`src/rtl/pll_lock_monitor.sv`:
```
// Lock monitor for a PLL output clock: measures REF period in CLK cycles and
// declares lock after LOCK_CNT consecutive in-tolerance periods.
module pll_lock_monitor #(
   parameter int MULT     = 8,
   parameter int TOL      = 1,
   parameter int LOCK_CNT = 4,
   parameter int CNT_W    = 12
) (
   input  logic             CLK,
   input  logic             RST,
   input  logic             EN,
   input  logic             REF,
   output logic             LOCKED,
   output logic             CLK_EN,
   output logic [CNT_W-1:0] PERIOD_CNT,
   output logic             PERIOD_VALID,
   output logic             LOCK_LOST
);

   localparam int GC_W = $clog2(LOCK_CNT + 1);
   localparam logic [CNT_W-1:0] CNT_MAX = '1;
   localparam logic [CNT_W-1:0] CNT_LO  = CNT_W'(MULT - TOL);
   localparam logic [CNT_W-1:0] CNT_HI  = CNT_W'(MULT + TOL);
   localparam logic [CNT_W-1:0] CNT_TMO = CNT_W'(MULT + TOL + 1);
   localparam logic [GC_W-1:0]  GC_LAST = GC_W'(LOCK_CNT - 1);

   typedef enum logic [1:0] {S_IDLE, S_WAIT_EDGE, S_MEASURE, S_LOCKED} state_t;

   state_t           r_state;
   logic             r_s1, r_s2, r_s3;
   logic [CNT_W-1:0] r_cnt;
   logic [GC_W-1:0]  r_good_cnt;
   logic             w_edge, w_good, w_tmo;

   // REF is asynchronous; s1/s2 synchronise, s3 is history for edge detect
   always_ff @(posedge CLK) begin
      if (RST) begin
         r_s1 <= 1'b0;
         r_s2 <= 1'b0;
         r_s3 <= 1'b0;
      end else begin
         r_s1 <= REF;
         r_s2 <= r_s1;
         r_s3 <= r_s2;
      end
   end

   assign w_edge = r_s2 & ~r_s3;
   assign w_good = (r_cnt >= CNT_LO) && (r_cnt <= CNT_HI);
   assign w_tmo  = ~w_edge && (r_cnt == CNT_TMO);

   always_ff @(posedge CLK) begin
      if (RST)                  r_cnt <= '0;
      else if (w_edge)          r_cnt <= CNT_W'(1);
      else if (r_cnt != CNT_MAX) r_cnt <= r_cnt + 1'b1;
   end

   always_ff @(posedge CLK) begin
      if (RST) begin
         r_state      <= S_IDLE;
         r_good_cnt   <= '0;
         LOCKED       <= 1'b0;
         CLK_EN       <= 1'b0;
         LOCK_LOST    <= 1'b0;
         PERIOD_VALID <= 1'b0;
         PERIOD_CNT   <= '0;
      end else begin
         PERIOD_VALID <= 1'b0;
         if (!EN) begin
            r_state    <= S_IDLE;
            r_good_cnt <= '0;
            LOCKED     <= 1'b0;
            CLK_EN     <= 1'b0;
            LOCK_LOST  <= 1'b0;
         end else begin
            case (r_state)
               S_IDLE: begin
                  r_state    <= S_WAIT_EDGE;
                  r_good_cnt <= '0;
               end
               // first edge only starts the count; there is no period yet
               S_WAIT_EDGE: begin
                  if (w_edge) begin
                     r_state    <= S_MEASURE;
                     r_good_cnt <= '0;
                  end
               end
               S_MEASURE: begin
                  if (w_edge) begin
                     PERIOD_CNT   <= r_cnt;
                     PERIOD_VALID <= 1'b1;
                     if (!w_good) begin
                        r_good_cnt <= '0;
                     end else if (r_good_cnt == GC_LAST) begin
                        r_state    <= S_LOCKED;
                        r_good_cnt <= '0;
                        LOCKED     <= 1'b1;
                        CLK_EN     <= 1'b1;
                     end else begin
                        r_good_cnt <= r_good_cnt + 1'b1;
                     end
                  end else if (w_tmo) begin
                     r_state    <= S_WAIT_EDGE;
                     r_good_cnt <= '0;
                  end
               end
               S_LOCKED: begin
                  if (w_edge) begin
                     PERIOD_CNT   <= r_cnt;
                     PERIOD_VALID <= 1'b1;
                     if (!w_good) begin
                        r_state    <= S_MEASURE;
                        r_good_cnt <= '0;
                        LOCKED     <= 1'b0;
                        CLK_EN     <= 1'b0;
                        LOCK_LOST  <= 1'b1;
                     end
                  end else if (w_tmo) begin
                     r_state    <= S_WAIT_EDGE;
                     r_good_cnt <= '0;
                     LOCKED     <= 1'b0;
                     CLK_EN     <= 1'b0;
                     LOCK_LOST  <= 1'b1;
                  end
               end
               default: r_state <= S_IDLE;
            endcase
         end
      end
   end

endmodule

```
`config.mk`:
```
export PLATFORM = sky130hd
export DESIGN_NAME = pll_lock_monitor
export DESIGN_NICKNAME = d
export VERILOG_FILES = /design/src/rtl/pll_lock_monitor.sv
export SDC_FILE = /design/constraint.sdc
export NUM_CORES = 1
export LEC_CHECK = 0
export ABC_AREA = 1
export CELL_PAD_IN_SITES_DETAIL_PLACEMENT = 1
export CELL_PAD_IN_SITES_GLOBAL_PLACEMENT = 1
export CORE_AREA = 8 8 72 86
export CTS_CLUSTER_DIAMETER = 200
export DETAILED_ROUTE_END_ITERATION = 6
export DIE_AREA = 0 0 80 94
export PLACE_DENSITY = 0.74
export SLEW_MARGIN = 20
export SYNTH_ARGS = -nofsm -noshare
export SYNTH_HDL_FRONTEND = slang
export SYNTH_SLANG_ARGS = --single-unit
```
`constraint.sdc`:
```
create_clock -name CLK -period 1.3 [get_ports CLK]
set_clock_uncertainty 0.1 [all_clocks]
set_input_delay 0.26 -clock CLK [delete_from_list [all_inputs] [get_ports CLK]]
set_output_delay 0.26 -clock CLK [all_outputs]
set_load 0.02 [all_outputs]
```
==> reports/results.tsv <==
stage	metric	value	unit
power_and_ir_drop	power	2.225	mW
cts	insertion_delay	310	ps
drt	routedWlPerCell	20.82	um
synthesis	ys_ff_latch	35	
setup_path	worst-path-buf-inv	2	
synthesis	synthesis.nets	237	
synthesis	synth_commonest_cells	dfxtp_1, inv_1, nand2_1	
timing	hold-worst-slack	311.2	ps
placed_design	placed_cells	343	
cts	h-tree-depth	2	
synthesis	synth_edf_count	0	
min_path	holdCritPathClass	reg2reg	
power_and_ir_drop	peakVddDrop	0.7516	mV
setup_path	critPathLaunchType	flip-flop	
drt	vias	1986	
finish	num_antenna_cells	0	
synthesis	synthCells	228	
setup_path	crit_end	r_good_cnt[2]$_SDFFE_PP0P_	
global_routing	grt_pass1_vias	2114	
global_routing	grt_pass1_wl	11.13	mm
setup_path	timing.rr.start	r_cnt[0]$_SDFFE_PP0P_	
timing	hold_violations	0	
timing	rsz0062_at_grt	yes	
cts	cts_hold_buf	0	
timing	slew_headroom	76.63	%
setup_path	ff2ff_setup_slack	-390	ps
setup_path	r2r_cells	10	
finish	fin_nets	325	
timing	setup_violations	31	
setup_path	crit_cells	10	
setup_path	cpLargestDelayFamily	simple AND/OR/NAND/NOR gates	
setup_path	r2r-end	r_good_cnt[2]$_SDFFE_PP0P_	
finish	final_layout_size_suffix_gt1_share	60.88	%
synthesis	ys_seq_area_share	41.67	%
setup_path	critical_path.max_stage_delay	420	ps
synthesis	async_flop_share	0	%
cts	cts.sinks	35	
cts	cts_made_buffers	5	
power_and_ir_drop	leakagePower	1.321	nW
synthesis	ys_warn_count	0	
setup_path	cp_data_required_time	1440	ps
timing	setup_tns	-5622	ps
cts	clk_pin_slew	90	ps
outcome	outcome	finished, violations left	
synthesis	synth_area	1682	um^2
synthesis	synth_ff_type	dfxtp_1	
setup_path	slowest_stage	dfxtp_4	
cts	clockBufferDepth	2	
finish	finalNonFillerCells	377	
die	rows	28	
power_and_ir_drop	power_density	754.3	nW/um^2
timing	period_share	130.3	%
die	die_x	80	um
die	start_util	34.78	%
timing	min_period	1695	ps
finish	post-route-util	61.02	%
die	die_h	94	um
drt	ant_nets	0	
drt	wl	7.850	mm
finish	area_growth	75.45	%
global_routing	gr-usage-all-layers	19.68	%
synthesis	yosysTopAreaCell	dfxtp_1	
setup_path	crit_fanout	4	
drt	drt-initial-drc-count	79	
die	core_area	4835	um^2
setup_path	startpoint	r_cnt[0]$_SDFFE_PP0P_	
synthesis	synth.distinct_cells	28	
synthesis	syn_area_per_cell	7.375	um^2
placed_design	place_congestion	0.8145	
setup_path	endpoint_kind	flip-flop	
synthesis	synth_top_area_share	41.67	%
timing	setup_slack	-394.5	ps
setup_path	critical_path_class	reg2reg	
timing	tightest_slew	346.9	ps
placed_design	hpwl	4.062	mm
job	maxCapViolCount	0	
global_routing	grt_max_degree	13	
cts	root_buffer	clkbuf_8	
global_routing	overflow	0	
drt	firstDrtPassIters	4	
synthesis	synth_area_leaders	dfxtp_1, inv_1, nand2_1, a21oi_1, o21ai_0	
drt	viasPerCell	5.268	
global_routing	antenna_found_initial	0	
cts	cts_tree	done	
die	dieArea	7520	um^2
timing	maxSlewViolCount	0	
die	io_pins	20	
outcome	failed_checks	setup timing	
drt	drc_errors	0	
setup_path	cp.arrival	1840	ps
placed_design	portBuffers	19	
setup_path	path_common_cell	nand2_4	
timing	max_clock_freq	0.5901	GHz
setup_path	crit_chain	ha_4 -> nand2_1 -> inv_2 -> nand2_2 -> nand2_4 -> nand2_4 -> nor3_4 -> buf_4 -> a21oi_2 -> nor2_1	
[worst min path at each step]
stage	from	end	slack [ps]	cells past startpoint
after floorplan	RST	r_cnt[0]$_SDFFE_PP0P_	220	1
after global placement	r_s1$_SDFF_PP0_	r_s2$_SDFF_PP0_	290	2
after detailed placement	r_s1$_SDFF_PP0_	r_s2$_SDFF_PP0_	300	2
after CTS	r_s1$_SDFF_PP0_	r_s2$_SDFF_PP0_	310	2
after global routing	r_s1$_SDFF_PP0_	r_s2$_SDFF_PP0_	330	2
final	r_s1$_SDFF_PP0_	r_s2$_SDFF_PP0_	310	2
[layer usage]
| layer | GRT usage, % | routed length [um] | up-vias |
|---|---|---|---|
| li1 | - | - | 910 |
| met1 | 18.22 | 2713 | 969 |
| met2 | 36.87 | 4354 | 70 |
| met3 | 3.448 | 256 | 37 |
| met4 | 14.89 | 525 | 0 |
| met5 | 0 | 0 | - |
[layout by cell type, fill, tap and decap left out, types with 9 or more instances in the layout]
cell type / Yosys / final
buf_4: 1 / 55
inv_1: 35 / 28
nand2_1: 34 / 26
dfxtp_1: 35 / 24
a21oi_2: 2 / 17
nor2_1: 22 / 16
buf_2: 2 / 11
nand3_2: 0 / 10
buf_6: 2 / 9
[state kept, by name, indices dropped and copies added (netlist names)]
name          count
PERIOD_VALID      1
r_s3              1
r_s1              1
CLK_EN            1
LOCK_LOST         1
r_good_cnt        3
PERIOD_CNT       12
r_cnt            12
r_s2              1
r_state           2
[worst register-to-register path: cells and delay by family (launching register included)]
family,cells,cell delay (ps)
fa+ha+maj,1,160
flops,1,420
simple gates,6,670
compound gates,1,60
buf+inv,2,220
[metrics by stage]
step | setup WS [ps] | cell area, um^2
after floorplan | -116.0 | 1712
after CTS | -258.6 | 2698
after detailed placement | -317.4 | 2261
final | -394.5 | 2950
after global placement | -295.6 | 2261
after global routing | -458.5 | 2950
[cells by family after synthesis]
logic type / Yosys count / share of synthesized area [%]
AOI/OAI and AO/OA: 48 / 15.48
buffers and inverters: 46 / 11.53
adders and majority gates: 5 / 3.720
and+or+nand+nor: 94 / 27.60
DFF: 35 / 41.67
[where the power goes]
part | leakage (nW) | total [mW] | internal, mW | switching [mW]
logic | 0.990 | 0.254 | 0.115 | 0.140
registers | 0.289 | 1.11 | 1.08 | 0.0243
clock network | 0.0412 | 0.864 | 0.376 | 0.488
total | 1.32 | 2.23 | 1.57 | 0.652
[cell type report]
class | instances | area (um^2)
Clock buffer | 6 | 72.57
Clock inverter | 2 | 12.51
Fill cell | 558 | 1884
Inverter | 40 | 166.4
Multi-Input combinational cell | 147 | 1181
Sequential cell | 35 | 724.4
Tap cell | 60 | 75.07
Timing Repair Buffer | 87 | 718.2
[what timing repair did]
item                       in CTS  in global routing
gates cloned                    2                  0
gates resized for setup       117                 68
pin swaps                      21                 28
setup endpoints to repair      47                 41
buffers inserted               13                 12
Note: power is estimated with default switching activity, not from simulation.
